### src/rtl/uart_rx_capture.sv
// 8N1 UART receiver with 2-FF input synchroniser, mid-bit sampling and a byte FIFO.
// Optional even-parity checking is enabled by defining UART_RX_PARITY_EN.
module uart_rx_capture #(
  parameter int unsigned CLKS_PER_BIT = 868,
  parameter int unsigned FIFO_DEPTH   = 16
) (
  input  logic       CLK100MHZ,
  input  logic       ck_rst,
  input  logic       rxd,
  output logic [7:0] rx_data,
  output logic       rx_valid,
  input  logic       rx_ready,
  output logic       frame_err,
  output logic       overflow,
  output logic       parity_err
);

  localparam int unsigned AW        = $clog2(FIFO_DEPTH);
  localparam logic [15:0] BAUD_FULL = 16'(CLKS_PER_BIT - 1);
  localparam logic [15:0] BAUD_HALF = 16'(CLKS_PER_BIT / 2 - 1);

`ifdef UART_RX_PARITY_EN
  typedef enum logic [2:0] {S_IDLE, S_START, S_DATA, S_PARITY, S_STOP, S_BREAK} state_t;
`else
  typedef enum logic [2:0] {S_IDLE, S_START, S_DATA, S_STOP, S_BREAK} state_t;
`endif

  state_t      state;
  logic [15:0] baud_cnt;
  logic [2:0]  bit_cnt;
  logic [7:0]  shreg;
  logic        rxd_meta, rxd_sync, rxd_prev;
  logic        baud_zero;
  logic        push, push_ok;

  // rxd_prev is one cycle behind the synchronised value, for falling-edge detection
  always_ff @(posedge CLK100MHZ or negedge ck_rst) begin
    if (!ck_rst) begin
      rxd_meta <= 1'b1;
      rxd_sync <= 1'b1;
      rxd_prev <= 1'b1;
    end else begin
      rxd_meta <= rxd;
      rxd_sync <= rxd_meta;
      rxd_prev <= rxd_sync;
    end
  end

  assign baud_zero = (baud_cnt == '0);

`ifdef UART_RX_PARITY_EN
  logic par_bad;
  logic parity_err_r;
  assign push_ok    = ~par_bad;
  assign parity_err = parity_err_r;
`else
  assign push_ok    = 1'b1;
  assign parity_err = 1'b0;
`endif

  assign push = (state == S_STOP) && baud_zero && rxd_sync && push_ok;

  always_ff @(posedge CLK100MHZ or negedge ck_rst) begin
    if (!ck_rst) begin
      state     <= S_IDLE;
      baud_cnt  <= '0;
      bit_cnt   <= '0;
      shreg     <= '0;
      frame_err <= 1'b0;
`ifdef UART_RX_PARITY_EN
      par_bad      <= 1'b0;
      parity_err_r <= 1'b0;
`endif
    end else begin
      frame_err <= 1'b0;
`ifdef UART_RX_PARITY_EN
      parity_err_r <= 1'b0;
`endif
      case (state)
        S_IDLE: begin
          if (rxd_prev && !rxd_sync) begin
            state    <= S_START;
            baud_cnt <= BAUD_HALF;
          end
        end
        S_START: begin
          if (baud_zero) begin
            if (rxd_sync) begin
              state <= S_IDLE;
            end else begin
              state    <= S_DATA;
              baud_cnt <= BAUD_FULL;
              bit_cnt  <= '0;
            end
          end else begin
            baud_cnt <= baud_cnt - 1'b1;
          end
        end
        S_DATA: begin
          if (baud_zero) begin
            shreg    <= {rxd_sync, shreg[7:1]};
            baud_cnt <= BAUD_FULL;
            if (bit_cnt == 3'd7) begin
`ifdef UART_RX_PARITY_EN
              state <= S_PARITY;
`else
              state <= S_STOP;
`endif
            end else begin
              bit_cnt <= bit_cnt + 1'b1;
            end
          end else begin
            baud_cnt <= baud_cnt - 1'b1;
          end
        end
`ifdef UART_RX_PARITY_EN
        S_PARITY: begin
          if (baud_zero) begin
            par_bad      <= ^{shreg, rxd_sync};
            parity_err_r <= ^{shreg, rxd_sync};
            baud_cnt     <= BAUD_FULL;
            state        <= S_STOP;
          end else begin
            baud_cnt <= baud_cnt - 1'b1;
          end
        end
`endif
        S_STOP: begin
          if (baud_zero) begin
            if (!rxd_sync) begin
              frame_err <= 1'b1;
              state     <= S_BREAK;
            end else begin
              state <= S_IDLE;
            end
          end else begin
            baud_cnt <= baud_cnt - 1'b1;
          end
        end
        S_BREAK: begin
          if (rxd_sync) state <= S_IDLE;
        end
        default: state <= S_IDLE;
      endcase
    end
  end

  logic [7:0]  mem [FIFO_DEPTH];
  logic [AW:0] wr_ptr, rd_ptr;
  logic        empty, full, pop, do_push;

  assign empty   = (wr_ptr == rd_ptr);
  assign full    = (wr_ptr[AW] != rd_ptr[AW]) && (wr_ptr[AW-1:0] == rd_ptr[AW-1:0]);
  assign pop     = ~empty & rx_ready;
  // a pop in the same cycle frees the slot, so a push into a full FIFO still lands
  assign do_push = push & (~full | pop);

  always_ff @(posedge CLK100MHZ) begin
    if (do_push) mem[wr_ptr[AW-1:0]] <= shreg;
  end

  always_ff @(posedge CLK100MHZ or negedge ck_rst) begin
    if (!ck_rst) begin
      wr_ptr   <= '0;
      rd_ptr   <= '0;
      overflow <= 1'b0;
    end else begin
      overflow <= push & full & ~pop;
      if (do_push) wr_ptr <= wr_ptr + 1'b1;
      if (pop)     rd_ptr <= rd_ptr + 1'b1;
    end
  end

  assign rx_valid = ~empty;
  assign rx_data  = rx_valid ? mem[rd_ptr[AW-1:0]] : '0;

endmodule
### config.mk
export PLATFORM = sky130hd
export DESIGN_NAME = uart_rx_capture
export DESIGN_NICKNAME = d
export VERILOG_FILES = /design/src/rtl/uart_rx_capture.sv
export SDC_FILE = /design/constraint.sdc
export NUM_CORES = 1
export LEC_CHECK = 0
export BUFFER_PORTS_ARGS = -buffer_cell sky130_fd_sc_hd__buf_2
export CORE_MARGIN = 2
export CORE_UTILIZATION = 65
export DETAILED_ROUTE_END_ITERATION = 10
export GPL_TIMING_DRIVEN = 0
export PLACE_DENSITY = 0.88
export SETUP_SLACK_MARGIN = 0.1
export SYNTH_ARGS = -nofsm -noshare
export SYNTH_HDL_FRONTEND = slang
export SYNTH_SLANG_ARGS = --single-unit
### constraint.sdc
create_clock -name CLK100MHZ -period 7.45 [get_ports CLK100MHZ]
set_clock_uncertainty 0.1 [all_clocks]
set_input_delay 1.49 -clock CLK100MHZ [delete_from_list [all_inputs] [get_ports CLK100MHZ]]
set_output_delay 1.49 -clock CLK100MHZ [all_outputs]
set_load 0.02 [all_outputs]
# Yosys cells after proc, flatten, opt, wreduce, memory -nomap -nowiden
# Memories as Yosys holds them, arrays and structs flattened.
# Index checks and enable logic that the tools add are counted.
dict set report word_totals {
  register_bits 45
  out_inout_bits 12
  latch_bits 0
  word_cells 81
  n_memories 1
  rom_bits 0
  mem_bits_rw 128
  input_bits 4
}
# name words width read_ports rd_ports_with_merged_regs wr line
set memory_table {}
lappend memory_table {mem 16 8 1 0 1 148} ;# logic [7:0] mem [FIFO_DEPTH];
dict set report op_classes {
  shift 0
  n_mux 26
  n_lt_le_gt_ge 0
  n_reduce_logical 13
  bitwise 8
  mul 0
  n_addsub 4
  eq_ne 18
  n_div 0
}
# operator n
set op_table {}
lappend op_table {{$mux W16} 5}
lappend op_table {{$pmux W16 S4} 1}
lappend op_table {{$mux W3} 11}
lappend op_table {{$ne A2 B2 Y1 const B} 9}
lappend op_table {{$logic_not A16 Y1} 1}
lappend op_table {{$sub A16 B1 Y16 const B} 1}
lappend op_table {{$pmux W3 S5} 1}
lappend op_table {{$add A5 B1 Y5 const B} 2}
lappend op_table {{$mux W8} 1}
lappend op_table {{$eq A3 B2 Y1 const B} 2}
lappend op_table {{$eq A3 B3 Y1 const B} 2}
lappend op_table {{$pmux W3 S2} 1}
lappend op_table {{$reduce_and A6 Y1} 1}
lappend op_table {{$eq A5 B5 Y1} 1}
lappend op_table {{$mux W1} 5}
lappend op_table {{$reduce_and A5 Y1} 1}
lappend op_table {{$and A1 B1 Y1} 4}
lappend op_table {{$eq A4 B4 Y1} 1}
lappend op_table {{$logic_and A1 B1 Y1} 4}
lappend op_table {{$reduce_and A4 Y1} 1}
lappend op_table {{$reduce_bool A4 Y1} 1}
lappend op_table {{$add A3 B1 Y3 const B} 1}
lappend op_table {{$eq A3 B1 Y1 const B} 1}
lappend op_table {{$logic_not A3 Y1} 1}
lappend op_table {{8 further kinds} 10}

# Longest topological paths before layout
# Gate-level depths: netlist of run 1.
dict set report depth {
  depth_word 7
  depth_mapped 8
  mapped_depth_nobuf 7
}

# Least setup slack after synthesis of run 1
# OpenSTA, ideal clock, no wires.
dict set report synth_timing {
  kind {register -> output}
  start {reg rd_ptr[0]}
  end {out rx_data[0]}
  arrival_ns 2.036
  path_buffers 2
  setup_slack_ns 3.824
  required_ns 5.860
  path_stages_with_launch 6
  cell_sequence {dfrtp_1 > buf_2 > buf_2 > mux4_2 > mux4_2 > and2_1}
}
dict set report synth_via {
  elab_chain_cells 2
  word_cells_on_any_way 3
  cone_classes {1 x eq/ne; 1 x mux; 1 x memory}
}
# element line
set synth_lines {}
lappend synth_lines {{from (decl)} 149} ;# logic [AW:0] wr_ptr, rd_ptr;
lappend synth_lines {{from (signal assigned)} 170} ;# if (pop) rd_ptr <= rd_ptr + 1'b1;
lappend synth_lines {{$mem_v2 Z16 W8 / $eq A5 B5 Y1 (equally long branches)} -}
lappend synth_lines {{$mux W8 (*)} 175} ;# assign rx_data = rx_valid ? mem[rd_ptr[AW-1:0]] : '0;
lappend synth_lines {{to (decl)} 10} ;# output logic [7:0] rx_data,
# Every way passes the cells marked *; elsewhere a longest branch is shown, timed or not.

# Final worst setup path of run 1
dict set report layout_timing {
  start {reg rd_ptr[0]}
  end {out rx_data[5]}
}
# The elaborated chain is that of the path after synthesis.

==> results of run 1 <==
cell families (layout without fill, tap and decap cells):
kind of cell | after synthesis | after routing
xor+xnor | 14 | 14
flops | 173 | 173
fa+ha+maj | 8 | 8
simple gates | 95 | 95
other cells | 1 | 1
buf+inv | 28 | 74
compound gates | 60 | 60
mux | 51 | 51
Yosys cell counts (4+ instances only):
cell type	instances	share of area, %
dfrtp_1	42	14
nand3_1	4	0.27
mux2_2	9	1.4
ha_1	8	1.4
xnor2_1	8	0.95
buf_2	6	0.41
and2_1	9	0.76
inv_1	7	0.36
and3_1	15	1.3
mux4_2	40	12
a21oi_1	15	1.0
clkbuf_1	9	0.46
nor2_1	16	0.81
o21ai_0	14	0.95
xor2_1	6	0.71
nand2_1	17	0.87
edfxtp_1	128	52
where the power goes:
part           internal [mW]  switching, mW  total (mW)
clock                  0.430          0.380       0.810
combinational          0.268          0.320       0.588
sequential              1.08         0.0706        1.15
routing by layer:
metal | wire [µm] | GRT usage, %
met5 | 13 | 0
met4 | 455 | 9.167
met3 | 1095 | 6.476
met2 | 8158 | 45.24
met1 | 5981 | 36.14
metrics by stage:
step	power [mW]	area, µm²	utilization, %	hold WS, ns	worst slack (ns)
finish	2.546	8159	74.61	0.2597	2.948
global route	2.644	8159	74.61	0.2634	2.807
CTS	2.554	8154	74.57	0.2613	2.898
detailed placement	1.748	7616	69.65	0.2500	3.204
global placement	1.716	7616	69.65	0.2500	3.223
floorplan	1.599	7371	-	0.2452	3.824
cell usage in the layout (no fill, tap or decap), drive strengths merged, types with 10 or more instances in the layout:
| cell type | n |
|---|---|
| and3 | 15 |
| clkbuf | 29 |
| a21oi | 15 |
| mux4 | 40 |
| edfxtp | 128 |
| inv | 12 |
| buf | 23 |
| mux2 | 10 |
| nor2 | 16 |
| dfrtp | 42 |
| o21ai | 15 |
| nand2 | 18 |
flip-flops by register name, summed over array words and instances, names as in the netlist, 3 cells and up:
name,flops
wr_ptr,5
mem,128
bit_cnt,3
rd_ptr,5
baud_cnt,16
shreg,8
state,3
worst max-delay path by stage:
stage / start / cells after the start / end / slack, ns
6_report: rd_ptr[0] / 6 / rx_data[5] / 2.95
5_1_grt: rd_ptr[0] / 6 / rx_data[1] / 2.81
4_1_cts: rd_ptr[0] / 6 / rx_data[5] / 2.90
3_5_place_dp: rx_ready / 6 / mem[3][5] / 3.20
3_3_place_gp: rx_ready / 6 / mem[3][6] / 3.22
2_1_floorplan: rd_ptr[0] / 5 / rx_data[0] / 3.82
area by class of cell:
class                   instances  area [µm²]
plain buffers                  21       118.9
clock buffers                  17       425.4
clock inverters                15       112.6
fillers                       590        2776
inverters                       7       26.28
multi-input cells             229        2257
flip-flops and latches        173        4974
well taps                     140       175.2
repair buffers                 14       70.07
==> flow_metrics.py, run 1 <==
metrics = {
    "outcome": {
        "status": "complete, no violations",
    },
    "cts": {
        "clock_latency_ns": 0.43,
        "cts_hold_buf": 0,
        "cts_tree": "done",
        "cts_root_buffer": "clkbuf_16",
        "post-cts-setup-buffers": 0,
        "cts_resized": 0,
        "cts_max_level": 4,
        "clockBufferDepth": 2,
        "path_clk_slew_ns": 0.07,
        "cts.sinks": 173,
        "cts-buffers-inserted": 17,
    },
    "sta": {
        "setup_viol": 0,
        "fin_crit_ns": 4.502,
        "slew_violations": 0,
        "max_freq_mhz": 222.1,
        "post-route-period-util_pct": 60.43,
        "timing.slew.headroom_pct": 33.84,
        "tightest_slew_ns": 0.9924,
        "rsz0062_at_grt": "false",
        "hold_viol": 0,
        "fin_tns_setup_ns": 0,
    },
    "yosys": {
        "synthCells": 430,
        "synthMuxAreaShare_pct": 13.94,
        "yosysSeqAreaShare_pct": 67.48,
        "syn_area_per_cell_um2": 17.14,
        "ys_types": 69,
        "async_reset_ff_share_pct": 26.01,
        "synth-compound-area-share_pct": 5.551,
        "synth_seq_cells": 173,
        "ys.flop_type": "edfxtp_1",
        "syn-num-nets": 442,
        "synthAdderAreaFrac_pct": 1.358,
        "ys.warnings.count": 0,
        "synth_edf_count": 128,
        "synth_top_family_by_area": "multiplexers",
        "synth-simple-area-share_pct": 7.995,
        "synthXorXnorAreaFrac_pct": 1.664,
        "synth.cell_area_um2": 7371,
    },
    "floorplanning": {
        "row_count": 38,
        "die-area_um2": 12210,
        "die_h_um": 110.5,
        "io_pins": 16,
        "floorplan.initialDensity_pct": 67.40,
        "core_area_um2": 10940,
        "die_width_um": 110.5,
    },
    "final_layout": {
        "instances_no_fill": 616,
        "diodes": 0,
        "fin_nets": 475,
        "layout-drive-gt1-share_pct": 27.31,
        "syn_to_final_growth_pct": 10.69,
    },
    "worst_setup_path": {
        "criticalPathCategory": "register to output pin",
        "r2r_start": "baud_cnt[0]",
        "cp_common_cell": "buf_2",
        "crit_path_end_kind": "output pin",
        "start_kind": "register",
        "critPathMaxFanout": 10,
        "worst_path_largest_cell_delay_ns": 0.61,
        "crit_chain": "buf_2, buf_2, mux4_2, mux4_2, and2_1, buf_2",
        "cp_top_family": "multiplexers",
        "critPathArrivalTime_ns": 2.91,
        "rrSetupSlack_ns": 3.87,
        "r2r_cells": 8,
        "cp_slowest_cell": "mux4_2",
        "worstPathRequired_ns": 5.86,
        "r2r_end": "mem[3][0]",
        "cp_num_buf_inv": 3,
    },
    "power_and_ir_drop": {
        "power_density_nw_per_um2": 312.0,
        "peakVddDrop_v": 0.0001829,
        "p_leak_nw": 3.078,
    },
    "global_routing": {
        "grt-ovfl-total": 0,
        "grt_pass1_wl_um": 24580,
        "grt_pass1_vias": 4268,
        "grt_usage_pct": 27.27,
        "grt_max_degree": 46,
        "grt_antenna_before_repair": 1,
    },
    "routing": {
        "ant_nets": 0,
        "avgViaCountPerCell": 6.766,
        "wl_per_cell_um": 25.49,
        "drt_iter0_markers": 496,
        "drc": 0,
        "drtPass1Iterations": 5,
        "wirelength_um": 15700,
        "vias": 4168,
    },
    "hold_path": {
        "hold_end": "rxd_sync",
        "min_path_cells": 0,
        "hold_class": "register to register",
        "hold_start": "rxd_meta",
    },
    "place": {
        "dp_hpwl_um": 9648,
        "finalWeightedCongestion": 0.8856,
        "portBuffers": 14,
        "placed_cells": 584,
    },
    "run": {
        "max_cap_viol_count": 0,
    },
}
Note: power is estimated with default switching activity, not from simulation.
==> run 2: changes to the inputs <==
--- a/config.mk
+++ b/config.mk
@@ -5,12 +5,13 @@
 export SDC_FILE = /design/constraint.sdc
 export NUM_CORES = 1
 export LEC_CHECK = 0
+export ABC_AREA = 1
 export BUFFER_PORTS_ARGS = -buffer_cell sky130_fd_sc_hd__buf_2
 export CORE_MARGIN = 2
-export CORE_UTILIZATION = 65
+export CORE_UTILIZATION = 56
 export DETAILED_ROUTE_END_ITERATION = 10
 export GPL_TIMING_DRIVEN = 0
-export PLACE_DENSITY = 0.88
+export PLACE_DENSITY = 0.81
 export SETUP_SLACK_MARGIN = 0.1
 export SYNTH_ARGS = -nofsm -noshare
 export SYNTH_HDL_FRONTEND = slang
==> constraint.sdc (replaced) <==
create_clock -name CLK100MHZ -period 4.1 [get_ports CLK100MHZ]
set_clock_uncertainty 0.1 [all_clocks]
set_input_delay 0.82 -clock CLK100MHZ [delete_from_list [all_inputs] [get_ports CLK100MHZ]]
set_output_delay 0.82 -clock CLK100MHZ [all_outputs]
set_load 0.02 [all_outputs]
==> run 2 against run 1 <==
First-iteration DRC count rose by 30%. Highest routed layer is now met4. Critical endpoint is now rx_data[2]. Sequential power grew 77%. Design area grew 6.1%. Die area is 21% higher.
==> flow_metrics.py, run 2 <==
metrics = {
    "worst_setup_path": {
        "criticalPathCategory": "register to output pin",
        "start_kind": "register",
        "critPathMaxFanout": 10,
        "r2r_cells": 8,
        "cp.depth": 10,
        "cp-startpoint": "rd_ptr[1]",
        "worstPathRequired_ns": 3.18,
        "rrSetupSlack_ns": 1.23,
        "crit_chain": "buf_2, clkinv_1, clkbuf_1, o21ai_0, o211ai_1, nand2_1, nand2_1, nand2_1, nor2_1, buf_2",
        "critPathCapture": "rx_data[2]",
        "r2r_end": "mem[12][2]",
        "critPathArrivalTime_ns": 2.55,
        "worst_path_largest_cell_delay_ns": 0.37,
        "r2r_start": "baud_cnt[0]",
        "cp_num_buf_inv": 4,
        "cp_slowest_cell": "dfrtp_1",
        "crit_path_end_kind": "output pin",
        "cp_common_cell": "nand2_1",
        "cp_top_family": "buffers and inverters",
    },
    "cts": {
        "clockBufferDepth": 2,
        "cts-buffers-inserted": 17,
        "cts.sinks": 173,
        "cts_resized": 0,
        "cts_max_level": 4,
        "cts_hold_buf": 0,
        "post-cts-setup-buffers": 0,
        "clock_latency_ns": 0.43,
        "path_clk_slew_ns": 0.06,
        "cts_tree": "done",
        "cts_root_buffer": "clkbuf_16",
    },
    "hold_path": {
        "hold_class": "register to register",
    },
    "routing": {
        "vias": 5573,
        "ant_nets": 0,
        "drtPass1Iterations": 5,
        "drt_iter0_markers": 643,
        "wirelength_um": 16850,
        "drc": 0,
        "wl_per_cell_um": 17.36,
        "avgViaCountPerCell": 5.739,
    },
    "final_layout": {
        "largest_reg_flops": 128,
        "layout-drive-gt1-share_pct": 10.69,
        "fin_util_pct": 64.58,
        "fin_nets": 794,
        "nFillCells": 975,
        "syn_to_final_growth_pct": 11.73,
        "final_common_cell": "nor2_1",
        "most-common-layout-cells": "nor2_1 (168), edfxtp_1 (128), nand2_1 (120)",
        "diodes": 0,
    },
    "yosys": {
        "ys.flop_type": "edfxtp_1",
        "ys.warnings.count": 0,
        "syn-num-nets": 761,
        "synth_most_common_cell": "nor2_1",
        "synth.cell_area_um2": 7745,
        "ys_types": 35,
        "synth_common_cells": "nor2_1 (168), edfxtp_1 (128), nand2_1 (120), o21ai_0 (78), dfrtp_1 (42)",
        "synth_seq_cells": 173,
        "yosysSeqAreaShare_pct": 64.22,
        "synthCells": 749,
        "syn_area_per_cell_um2": 10.34,
        "synth_top_cell_by_area": "edfxtp_1",
        "ys_top_cells_by_area": "edfxtp_1 (50%), dfrtp_1 (14%), nor2_1 (8.1%)",
        "synth_top_area_share_pct": 49.63,
        "async_reset_ff_share_pct": 26.01,
        "synth_edf_count": 128,
    },
    "sta": {
        "timing.slew.headroom_pct": 33.30,
        "fin_tns_setup_ns": 0,
        "slew_violations": 0,
        "post-route-period-util_pct": 84.70,
        "max_freq_mhz": 288.0,
        "hold_viol": 0,
        "tightest_slew_ns": 1.001,
        "rsz0062_at_grt": "false",
        "setup_viol": 0,
        "fin_crit_ns": 3.473,
    },
    "place": {
        "dp_hpwl_um": 11190,
        "portBuffers": 14,
        "finalWeightedCongestion": 0.8963,
    },
    "global_routing": {
        "top_usage_layer": "met2",
        "use_met1_pct": 31.44,
        "grt_max_degree": 46,
        "grt_usage_pct": 24.31,
        "gr-usage-met2_pct": 40.06,
        "grt_antenna_before_repair": 0,
        "grt_pass1_wl_um": 27070,
        "grt-ovfl-total": 0,
        "use_met3_pct": 4.775,
        "grt_pass1_vias": 5364,
    },
    "floorplanning": {
        "core_area_um2": 13400,
        "io_pins": 16,
        "die_h_um": 121.6,
        "row_count": 42,
        "die-area_um2": 14790,
        "floorplan.initialDensity_pct": 57.80,
        "die_width_um": 121.6,
    },
    "power_and_ir_drop": {
        "p_leak_nw": 3.404,
        "peakVddDrop_v": 0.0003741,
        "power_density_nw_per_um2": 655.9,
    },
    "outcome": {
        "status": "complete, no violations",
    },
    "run": {
        "max_cap_viol_count": 0,
    },
}
run 2: changes by cell type after synthesis, moves of 15 or more:
| cell | previous run | this run |
|---|---|---|
| and3_1 | 15 | 0 |
| inv_1 | 7 | 37 |
| o21ai_0 | 14 | 78 |
| nand2_1 | 17 | 120 |
| nor2_1 | 16 | 168 |
| mux4_2 | 40 | 0 |
| o211ai_1 | 0 | 26 |
| nand3_1 | 4 | 31 |
run 2: power breakdown:
| part | switching (mW) | internal, mW |
|---|---|---|
| clock network | 0.641 | 1.04 |
| registers | 0.0832 | 1.94 |
| logic | 1.38 | 0.593 |
| total | 2.10 | 3.57 |
run 2: how the worst min path moves through the flow:
stage	depth (start not counted)	slack (ns)	start	end
after floorplan	0	0.25	rxd_meta	rxd_sync
final	0	0.26	rxd_meta	rxd_sync
after global placement	0	0.25	rxd_meta	rxd_sync
after global routing	0	0.26	rxd_meta	rxd_sync
after detailed placement	0	0.25	rxd_meta	rxd_sync
after CTS	0	0.26	rxd_meta	rxd_sync
run 2: cell type report:
type / count / area, µm² / area share, %
clock buffer: 22 / 454.2 / 5.249
multi-input combinational: 502 / 2467 / 28.51
sequential: 173 / 4974 / 57.48
clock inverter: 10 / 163.9 / 1.894
buffer: 30 / 138.9 / 1.605
timing repair buffer: 14 / 70.07 / 0.8097
inverter: 44 / 165.2 / 1.909
tap: 176 / 220.2 / 2.545
run 2: per-layer routing:
| metal | vias to the layer above | share of wire, % |
|---|---|---|
| li1 | 2627 | - |
| met1 | 2644 | 40 |
| met2 | 258 | 49 |
| met3 | 44 | 7.9 |
| met4 | 0 | 3.1 |
| met5 | - | 0 |
run 2: cells by family after synthesis:
logic type / Yosys count / share of synthesized area (%)
flip-flops: 173 / 64.22
buffers and inverters: 74 / 3.926
other: 1 / 0.04842
AO/OA/AOI/OAI: 125 / 9.015
adder cells (fa/ha/maj): 8 / 1.292
XOR/XNOR: 16 / 1.809
AND/OR/NAND/NOR: 352 / 19.69
run 2: through the flow:
stage | hold slack [ns] | instance area [µm²] | cells | power, mW | worst slack [ns]
4_1_cts | 0.2557 | 8653 | 971 | 5.649 | 0.6671
6_report | 0.2567 | 8653 | 971 | 5.676 | 0.6274
5_1_grt | 0.2601 | 8653 | 971 | 5.958 | 0.4510
3_5_place_dp | 0.2501 | 8035 | 939 | 3.964 | 1.164
3_3_place_gp | 0.2471 | 8035 | 939 | 3.910 | 1.249
2_1_floorplan | 0.2452 | 7745 | 749 | 3.409 | 1.615
